<file path="src/rtl/fp32_mult_pkg.sv">
// Shared constants, operand class encoding and exponent helper for the FP32
// multiplier sign/exponent/packing stage.
package fp32_mult_pkg;

  localparam int          BIAS_DEF = 127;
  localparam int          EXP_MAX  = 255;
  localparam logic [31:0] QNAN     = 32'h7FC0_0000;

  localparam int FLAG_INVALID   = 2;
  localparam int FLAG_OVERFLOW  = 1;
  localparam int FLAG_UNDERFLOW = 0;

  typedef enum logic [1:0] {
    CLS_ZERO = 2'd0,
    CLS_NORM = 2'd1,
    CLS_INF  = 2'd2,
    CLS_NAN  = 2'd3
  } fp_class_e;

  // Biased exponent of the product; 10-bit signed so both overflow and underflow are visible.
  function automatic logic signed [9:0] calc_exp_sum(input logic [7:0] ea,
                                                     input logic [7:0] eb,
                                                     input logic       norm,
                                                     input logic [9:0] bias);
    return $signed({2'b00, ea} + {2'b00, eb} - bias + {9'd0, norm});
  endfunction

endpackage

</file>
<file path="src/rtl/fp32_classify.sv">
// Combinational single-operand FP32 classifier; denormals are reported as ZERO.
module fp32_classify
  import fp32_mult_pkg::*;
(
  input  logic [31:0] operand,
  output fp_class_e   op_class
);

  logic [7:0]  exp_s;
  logic [22:0] frac_s;

  assign exp_s  = operand[30:23];
  assign frac_s = operand[22:0];

  // Decode exponent/fraction into an operand class.
  always_comb begin
    op_class = CLS_NORM;
    if (exp_s == 8'd0) begin
      op_class = CLS_ZERO;
    end else if (exp_s == 8'hFF) begin
      if (frac_s == 23'd0) begin
        op_class = CLS_INF;
      end else begin
        op_class = CLS_NAN;
      end
    end else begin
      op_class = CLS_NORM;
    end
  end

endmodule

</file>
<file path="src/rtl/fp32_mult_pack.sv">
// Two-stage valid/ready pipeline: classify and sum exponents, then resolve
// special cases and pack the FP32 result with per-beat and sticky flags.
module fp32_mult_pack
  import fp32_mult_pkg::*;
#(
  parameter int BIAS = BIAS_DEF
) (
  input  logic        clk,
  input  logic        rst_n,
  input  logic        in_valid,
  output logic        in_ready,
  input  logic [31:0] a_operand,
  input  logic [31:0] b_operand,
  input  logic        normalised,
  input  logic [22:0] product_mantissa,
  output logic        out_valid,
  input  logic        out_ready,
  output logic [31:0] result,
  output logic [2:0]  res_flags,
  output logic [2:0]  sticky_flags,
  input  logic        flags_clr
);

  localparam logic [9:0] BIAS_W = BIAS[9:0];

  fp_class_e          cls_a_s;
  fp_class_e          cls_b_s;
  logic               s1_load_s;
  logic               s2_load_s;
  logic [31:0]        res_next_s;
  logic [2:0]         flags_next_s;

  logic               s1_valid_r;
  logic               s1_sign_r;
  fp_class_e          s1_cls_a_r;
  fp_class_e          s1_cls_b_r;
  logic signed [9:0]  s1_exp_sum_r;
  logic [22:0]        s1_mant_r;
  logic               s2_valid_r;
  logic [31:0]        result_r;
  logic [2:0]         flags_r;
  logic [2:0]         sticky_r;

  fp32_classify u_class_a (.operand(a_operand), .op_class(cls_a_s));
  fp32_classify u_class_b (.operand(b_operand), .op_class(cls_b_s));

  assign s2_load_s = !s2_valid_r || out_ready;
  assign s1_load_s = !s1_valid_r || s2_load_s;
  assign in_ready  = s1_load_s;

  // Stage 1: capture sign, operand classes, exponent sum and mantissa on acceptance.
  always_ff @(posedge clk or negedge rst_n) begin
    if (!rst_n) begin
      s1_valid_r   <= 1'b0;
      s1_sign_r    <= 1'b0;
      s1_cls_a_r   <= CLS_ZERO;
      s1_cls_b_r   <= CLS_ZERO;
      s1_exp_sum_r <= 10'sd0;
      s1_mant_r    <= 23'd0;
    end else if (s1_load_s) begin
      s1_valid_r <= in_valid;
      if (in_valid) begin
        s1_sign_r    <= a_operand[31] ^ b_operand[31];
        s1_cls_a_r   <= cls_a_s;
        s1_cls_b_r   <= cls_b_s;
        s1_exp_sum_r <= calc_exp_sum(a_operand[30:23], b_operand[30:23], normalised, BIAS_W);
        s1_mant_r    <= product_mantissa;
      end
    end
  end

  // Priority-ordered special-case resolution and packing of the stage-1 contents.
  always_comb begin
    res_next_s   = {s1_sign_r, s1_exp_sum_r[7:0], s1_mant_r};
    flags_next_s = 3'b000;
    if (s1_cls_a_r == CLS_NAN || s1_cls_b_r == CLS_NAN ||
        (s1_cls_a_r == CLS_INF && s1_cls_b_r == CLS_ZERO) ||
        (s1_cls_a_r == CLS_ZERO && s1_cls_b_r == CLS_INF)) begin
      res_next_s                 = QNAN;
      flags_next_s[FLAG_INVALID] = 1'b1;
    end else if (s1_cls_a_r == CLS_INF || s1_cls_b_r == CLS_INF) begin
      res_next_s = {s1_sign_r, 8'hFF, 23'd0};
    end else if (s1_cls_a_r == CLS_ZERO || s1_cls_b_r == CLS_ZERO) begin
      res_next_s = {s1_sign_r, 31'd0};
    end else if (s1_exp_sum_r >= 10'sd255) begin
      res_next_s                  = {s1_sign_r, 8'hFF, 23'd0};
      flags_next_s[FLAG_OVERFLOW] = 1'b1;
    end else if (s1_exp_sum_r <= 10'sd0) begin
      res_next_s                   = {s1_sign_r, 31'd0};
      flags_next_s[FLAG_UNDERFLOW] = 1'b1;
    end else begin
      res_next_s = {s1_sign_r, s1_exp_sum_r[7:0], s1_mant_r};
    end
  end

  // Stage 2: output register, held while the consumer stalls.
  always_ff @(posedge clk or negedge rst_n) begin
    if (!rst_n) begin
      s2_valid_r <= 1'b0;
      result_r   <= 32'd0;
      flags_r    <= 3'b000;
    end else if (s2_load_s) begin
      s2_valid_r <= s1_valid_r;
      if (s1_valid_r) begin
        result_r <= res_next_s;
        flags_r  <= flags_next_s;
      end
    end
  end

  // Sticky flags accumulate on delivered beats; a clear wins over a coincident beat.
  always_ff @(posedge clk or negedge rst_n) begin
    if (!rst_n) begin
      sticky_r <= 3'b000;
    end else if (flags_clr) begin
      sticky_r <= 3'b000;
    end else if (s2_valid_r && out_ready) begin
      sticky_r <= sticky_r | flags_r;
    end else begin
      sticky_r <= sticky_r;
    end
  end

  assign out_valid    = s2_valid_r;
  assign result       = result_r;
  assign res_flags    = flags_r;
  assign sticky_flags = sticky_r;

endmodule

</file>
<file path="config.mk">
export PLATFORM = sky130hd
export DESIGN_NAME = fp32_mult_pack
export DESIGN_NICKNAME = d
export VERILOG_FILES = /design/src/rtl/fp32_mult_pkg.sv /design/src/rtl/fp32_classify.sv /design/src/rtl/fp32_mult_pack.sv
export SDC_FILE = /design/constraint.sdc
export NUM_CORES = 1
export LEC_CHECK = 0
export ABC_AREA = 1
export ABC_CLOCK_PERIOD_IN_PS = 2200
export CELL_PAD_IN_SITES_DETAIL_PLACEMENT = 1
export CELL_PAD_IN_SITES_GLOBAL_PLACEMENT = 1
export CORE_ASPECT_RATIO = 1.25
export CORE_MARGIN = 5
export CORE_UTILIZATION = 36
export DETAILED_ROUTE_END_ITERATION = 8
export GPL_TIMING_DRIVEN = 0
export MAX_ROUTING_LAYER = met4
export PLACE_DENSITY_LB_ADDON = 0.3
export SLEW_MARGIN = 10
export SYNTH_ARGS = -nofsm -noshare
export SYNTH_HDL_FRONTEND = slang
export SYNTH_HIERARCHICAL = 1
export SYNTH_SLANG_ARGS = --single-unit
</file>
<file path="constraint.sdc">
create_clock -name clk -period 2.2 [get_ports clk]
set_input_delay 0.22 -clock clk [delete_from_list [all_inputs] [get_ports clk]]
set_output_delay 0.22 -clock clk [all_outputs]
set_load 0.02 [all_outputs]
</file>
# After elaboration in Yosys (flattened, before gate mapping)
# Cells that the tools add are included.
dict set report totals {
  in_bits 93
  regBits 78
}
dict set report classes {
  n_reduce_logical 21
  n_mux 20
  add_sub_neg 3
  bitwise_logic 2
  magnitude_cmp 2
  n_eq_ne 6
}
# op count
set op_table {}
lappend op_table {{two-way mux 31 bit} 4}
lappend op_table {{zero test 23 bit} 2}
lappend op_table {{two-way mux 32 bit} 1}
lappend op_table {{equality test 8 bit (second input constant)} 2}
lappend op_table {{zero test 8 bit} 2}
lappend op_table {{two-way mux 2 bit} 7}
lappend op_table {{adder 10 x 1 -> 10 bit} 1}
lappend op_table {{greater-or-equal comparator 10 x 9 -> 1 bit (second input constant)} 1}
lappend op_table {{<= comparator 10 x 1 -> 1 bit (second input constant)} 1}
lappend op_table {{subtractor 9 x 7 -> 10 bit (second input constant)} 1}
lappend op_table {{adder 8 x 8 -> 9 bit} 1}
lappend op_table {{equality test 2 bit (second input constant)} 4}
lappend op_table {{logical OR 1 bit} 7}
lappend op_table {{two-way mux 1 bit} 6}
lappend op_table {{two-way mux 3 bit} 2}
lappend op_table {{zero test 2 bit} 2}
lappend op_table {{AND reduction 2 bit} 2}
lappend op_table {{logical AND 1 bit} 3}
lappend op_table {{OR 3 bit} 1}
lappend op_table {{zero test 1 bit} 2}
lappend op_table {{nonzero test 2 bit} 1}
lappend op_table {{XOR 1 bit} 1}

# Depth between registers and ports, before layout
dict set report logic_depth {
  word_depth 6
  ltp_mapped 14
}

# Modules after synthesis
# Netlist, hierarchy kept.
# module cells_per_inst n_inst area_per_inst_um2
set by_module_without_submodules {}
lappend by_module_without_submodules {fp32_mult_pack 490 1 3917.5}
lappend by_module_without_submodules {fp32_classify 41 2 158.9}

# Worst setup path after synthesis
# OpenSTA, ideal clock, no wires.
dict set report synth_path {
  kind {in2reg}
  start {input a_operand[23]}
  end {register s1_exp_sum_r[8]}
  arrival_time_ns 1.680
  cell_stages 14
  slack_ns 0.402
  path_buffers 0
  setup_ns 0.117
  required_ns 2.083
  path_cell_list {inv_1 > ha_1 > inv_1 > ha_1 > inv_1 > fa_1 > inv_1 > nand3_1 > nand3_1 > nand2_1 > nand2_1 > nand2_1 > nand3_1 > nand2_1}
}
dict set report synth_via {
  elab_chain_cells 3
}
# element line
set synth_lines {}
lappend synth_lines {{start, declared} fp32_mult_pack.sv:12} ;# input logic [31:0] a_operand,
lappend synth_lines {{adder 8 x 8 -> 9 bit} fp32_mult_pkg.sv:25} ;# return $signed({2'b00, ea} + {2'b00, eb} - bias + {9'd0, norm});
lappend synth_lines {{subtractor 9 x 7 -> 10 bit} fp32_mult_pkg.sv:25}
lappend synth_lines {{adder 10 x 1 -> 10 bit} fp32_mult_pkg.sv:25}
lappend synth_lines {{end signal, assigned} fp32_mult_pack.sv:66} ;# s1_exp_sum_r <= calc_exp_sum(a_operand[30:23], b_operand[30:23], normalised, BIAS_W);
lappend synth_lines {{end, declared} fp32_mult_pack.sv:37} ;# logic signed [9:0] s1_exp_sum_r;
# No other way between the ends.
# A chain may end at the register's enable or synchronous reset.

# Worst setup path after layout
dict set report layout_path {
  start {input normalised}
  end {register s1_exp_sum_r[8]}
}
dict set report layout_via {
  elab_chain_cells 1
}
# element line
set layout_lines {}
lappend layout_lines {{start, declared} fp32_mult_pack.sv:14} ;# input logic normalised,
lappend layout_lines {{adder 10 x 1 -> 10 bit} fp32_mult_pkg.sv:25}
# No other way between the ends.

==> results by group <==
Logic synthesis
  • Asr flop ratio synth: 100%
  • Post-Syn Area: 4240 µm²
  • Post-synth top cells: nand2_1, dfrtp_1, inv_1, nor2_1, nand3_1
  • Syn Area/Cell: 7.40 µm²
  • Primary FF master, synth: dfrtp_1
  • Synth unique cells: 26
  • #FFs+latches synth: 78
  • Top-count cell post-synth: nand2_1
  • Ys Warns: 6
  • Number of synthesized flops with an enable pin: 0
  • Synth top area share: between 40 and 50%
  • Mapped Cells: 572
  • Area leader, netlist: dfrtp_1
  • Post-Syn Nets: 682
  • Synth area leaders: dfrtp_1, nand2_1, inv_1
  • Sequential element share of the synthesized area: 46.1%

Floorplan
  • DIE AREA: around 14,000 µm²
  • Die H: 131 µm
  • Die width: 107 µm
  • Core area: 11,600 µm²
  • Initial Util: between 30% and 40%
  • Row count: 44
  • I/O pin cnt: approximately 130

Clock tree
  • CTS tree: built
  • CTS max path bufs: 2
  • Clock Latency Late Sink: 340 ps
  • CTS Buf Count: 9
  • Post CTS Setup Buffer Count: 0
  • # H-tree levels: 3
  • Clk sink count: around 80
  • Worst-path clk slew: 60 ps
  • CTS root buf: clkbuf_16

Drt
  • First drt pass iteration count: 4
  • Final ANT Viol Nets: 0
  • Avg Vias per Cell: 4.87
  • Via count: 4,192
  • Drt wl/cell: between 15 and 20 µm
  • Final wirelength: 13,100 µm
  • # DRC: 0
  • DR iter-0 viols: 98

Critical path
  • Critical path's largest stage delay: 460 ps
  • Required @ worst endpoint: 2430 ps
  • Slowest stage cell, crit path: clkdlybuf4s50_1
  • R2R Path End: result[19]
  • Top delay family on crit path: adder cells
  • Arrival @ worst endpoint: roughly 2200 ps
  • Buffers and inverters on the worst path: 5
  • Crit Path Class: in -> reg
  • CP Capture Type: flop
  • Worst R2R Path Depth: 9
  • Worst-path cell chain: clkdlybuf4s50_1, inv_1, ha_1, inv_1, ha_1, inv_1, fa_2, inv_1, nand3_1, nand3_2, nand2_1, nand2_1, nand2_1, nand3_1, nand2_1
  • R2R Setup Slk: 620 ps
  • Critical-path maximum fanout: 2
  • CP Launch Type: input pin
  • Worst R2R Start: s1_exp_sum_r[7]

Placed design
  • Hpwl dp: 10,100 µm
  • Routability cong.: 0.859
  • # placed instances: 843
  • Port Buf Inserts: 132

Layout
  • Layout Utilization: about 53%
  • Final Non-Filler Cells: 860
  • Fillers: ~1,400
  • Nets: around 830
  • Layout cells sized above 1: 7.34%
  • Area growth, synth to finish: 43.4%
  • Antenna diodes: 0

STA
  • Final Hold Fails: 0
  • Slew headroom: 73.5%
  • Final Cycle Share: 90.7%
  • Worst-Margin Slew: ~400 ps
  • Fmax: 0.501 GHz
  • Fin crit period: about 2000 ps
  • Final setup skew: around 2.8 ps
  • Final Max Tran Viols: 0
  • RSZ-0062 raised after global routing: false
  • Final setup fails: 0

GRT
  • Grt total ovfl: 0
  • First-pass GRT wire length: 22,000 µm
  • Number of global-route vias before repair: 4,642
  • Initial antenna violation count: 0
  • All-layer global routing usage: 19.9%
  • Largest net degree at the start of global routing: 62

Pwr
  • Power Density: 816 nW/µm²
  • Peak VDD IR: 0.500 mV
  • Leak: 3.05 nW

Min path
  • Hold Path Class: in -> async

Flow run
  • Max Cap Viol: 0

Status
  • Status: finished, final reports clean
area by class of cell:
type,instances,area (µm²),share of cell area [%]
Multi-Input combinational cell,401,1890,31.1
Tap cell,138,173,2.84
Clock inverter,3,42.5,0.700
Buffer,19,123,2.02
Timing Repair Buffer,134,1360,22.3
Sequential cell,78,1950,32.1
Clock buffer,13,260,4.29
Inverter,74,278,4.57
worst max-delay path by stage:
stage,start,endpoint,slack [ps],cells after the start
2_1_floorplan,a_operand[23],s1_exp_sum_r[8],400,14
3_3_place_gp,rst_n,s1_exp_sum_r[5],-1760,1
3_5_place_dp,a_operand[23],s1_exp_sum_r[8],-390,15
4_1_cts,normalised,s1_exp_sum_r[8],110,15
5_1_grt,normalised,s1_exp_sum_r[8],50,15
6_report,normalised,s1_exp_sum_r[8],200,15
metal layers:
metal / part of all wire (%) / routed length [µm] / vias up / GRT usage, %
met5: 0 / 0 / - / -
met4: 1.5 / 192 / 0 / 5.90
met3: 4.1 / 533 / 14 / 2.89
met2: 56 / 7270 / 118 / 37.9
met1: 39 / 5080 / 2004 / 20.9
li1: - / - / 2056 / -
report_power, final:
part           switching [mW]  leakage (nW)  internal (mW)
combinational           0.890          1.91          0.697
sequential              0.175         0.992           1.70
clock                   0.559         0.146          0.939
total                    1.62          3.05           3.33
layout by cell type, fill, tap and decap left out, types with 2 or more instances in the layout:
cell             count
a21oi_1             10
buf_2               11
buf_4                3
buf_6                4
clkbuf_1             4
clkbuf_16            9
clkbuf_8             2
clkdlybuf4s50_1    130
dfrtp_1             78
ha_1                16
inv_1               71
inv_2                3
nand2_1            191
nand2_2              3
nand3_1             44
nand3_2              4
nand4_1              3
nor2_1              71
nor2_2               5
nor2_4               2
nor3_1               5
o21ai_0             35
o21ai_1              3
o21ai_2              2
xor2_1               3
what timing repair did:
item	in CTS	in global routing
hold endpoints to repair	17	0
resized for setup	1	2
endpoints found under the setup margin	1	1
hold buffers	1	0
per-stage QoR:
stage               TNS [ps]  power [mW]  setup slack, ps  hold WS, ps  cell area (µm²)
finish                     0        4.96              205          299             6070
global route               0        5.23             54.1          310             6070
CTS                        0        5.01              109          297             6070
detailed placement     -1060        3.47             -386          114             5750
global placement     -137820        3.40            -1760          464             5730
floorplan                  0        2.70              402        -75.6             4240
flip-flops by register name, indices dropped and copies added (netlist names):
register,flops
sticky_flags,3
s1_sign_r,1
s1_valid_r,1
res_flags,3
s1_cls_a_r,2
s1_exp_sum_r,10
out_valid,1
s1_mant_r,23
s1_cls_b_r,2
result,32
cell families (layout without fill, tap and decap cells):
kind of cell / Yosys count / after routing / share of synthesized area, %
compound gates: 51 / 51 / 6.26
simple gates: 329 / 329 / 32.2
fa+ha+maj: 17 / 17 / 5.20
buf+inv: 93 / 243 / 9.45
xor+xnor: 4 / 4 / 0.827
flops: 78 / 78 / 46.1
Power figures use the tool's default switching activity.
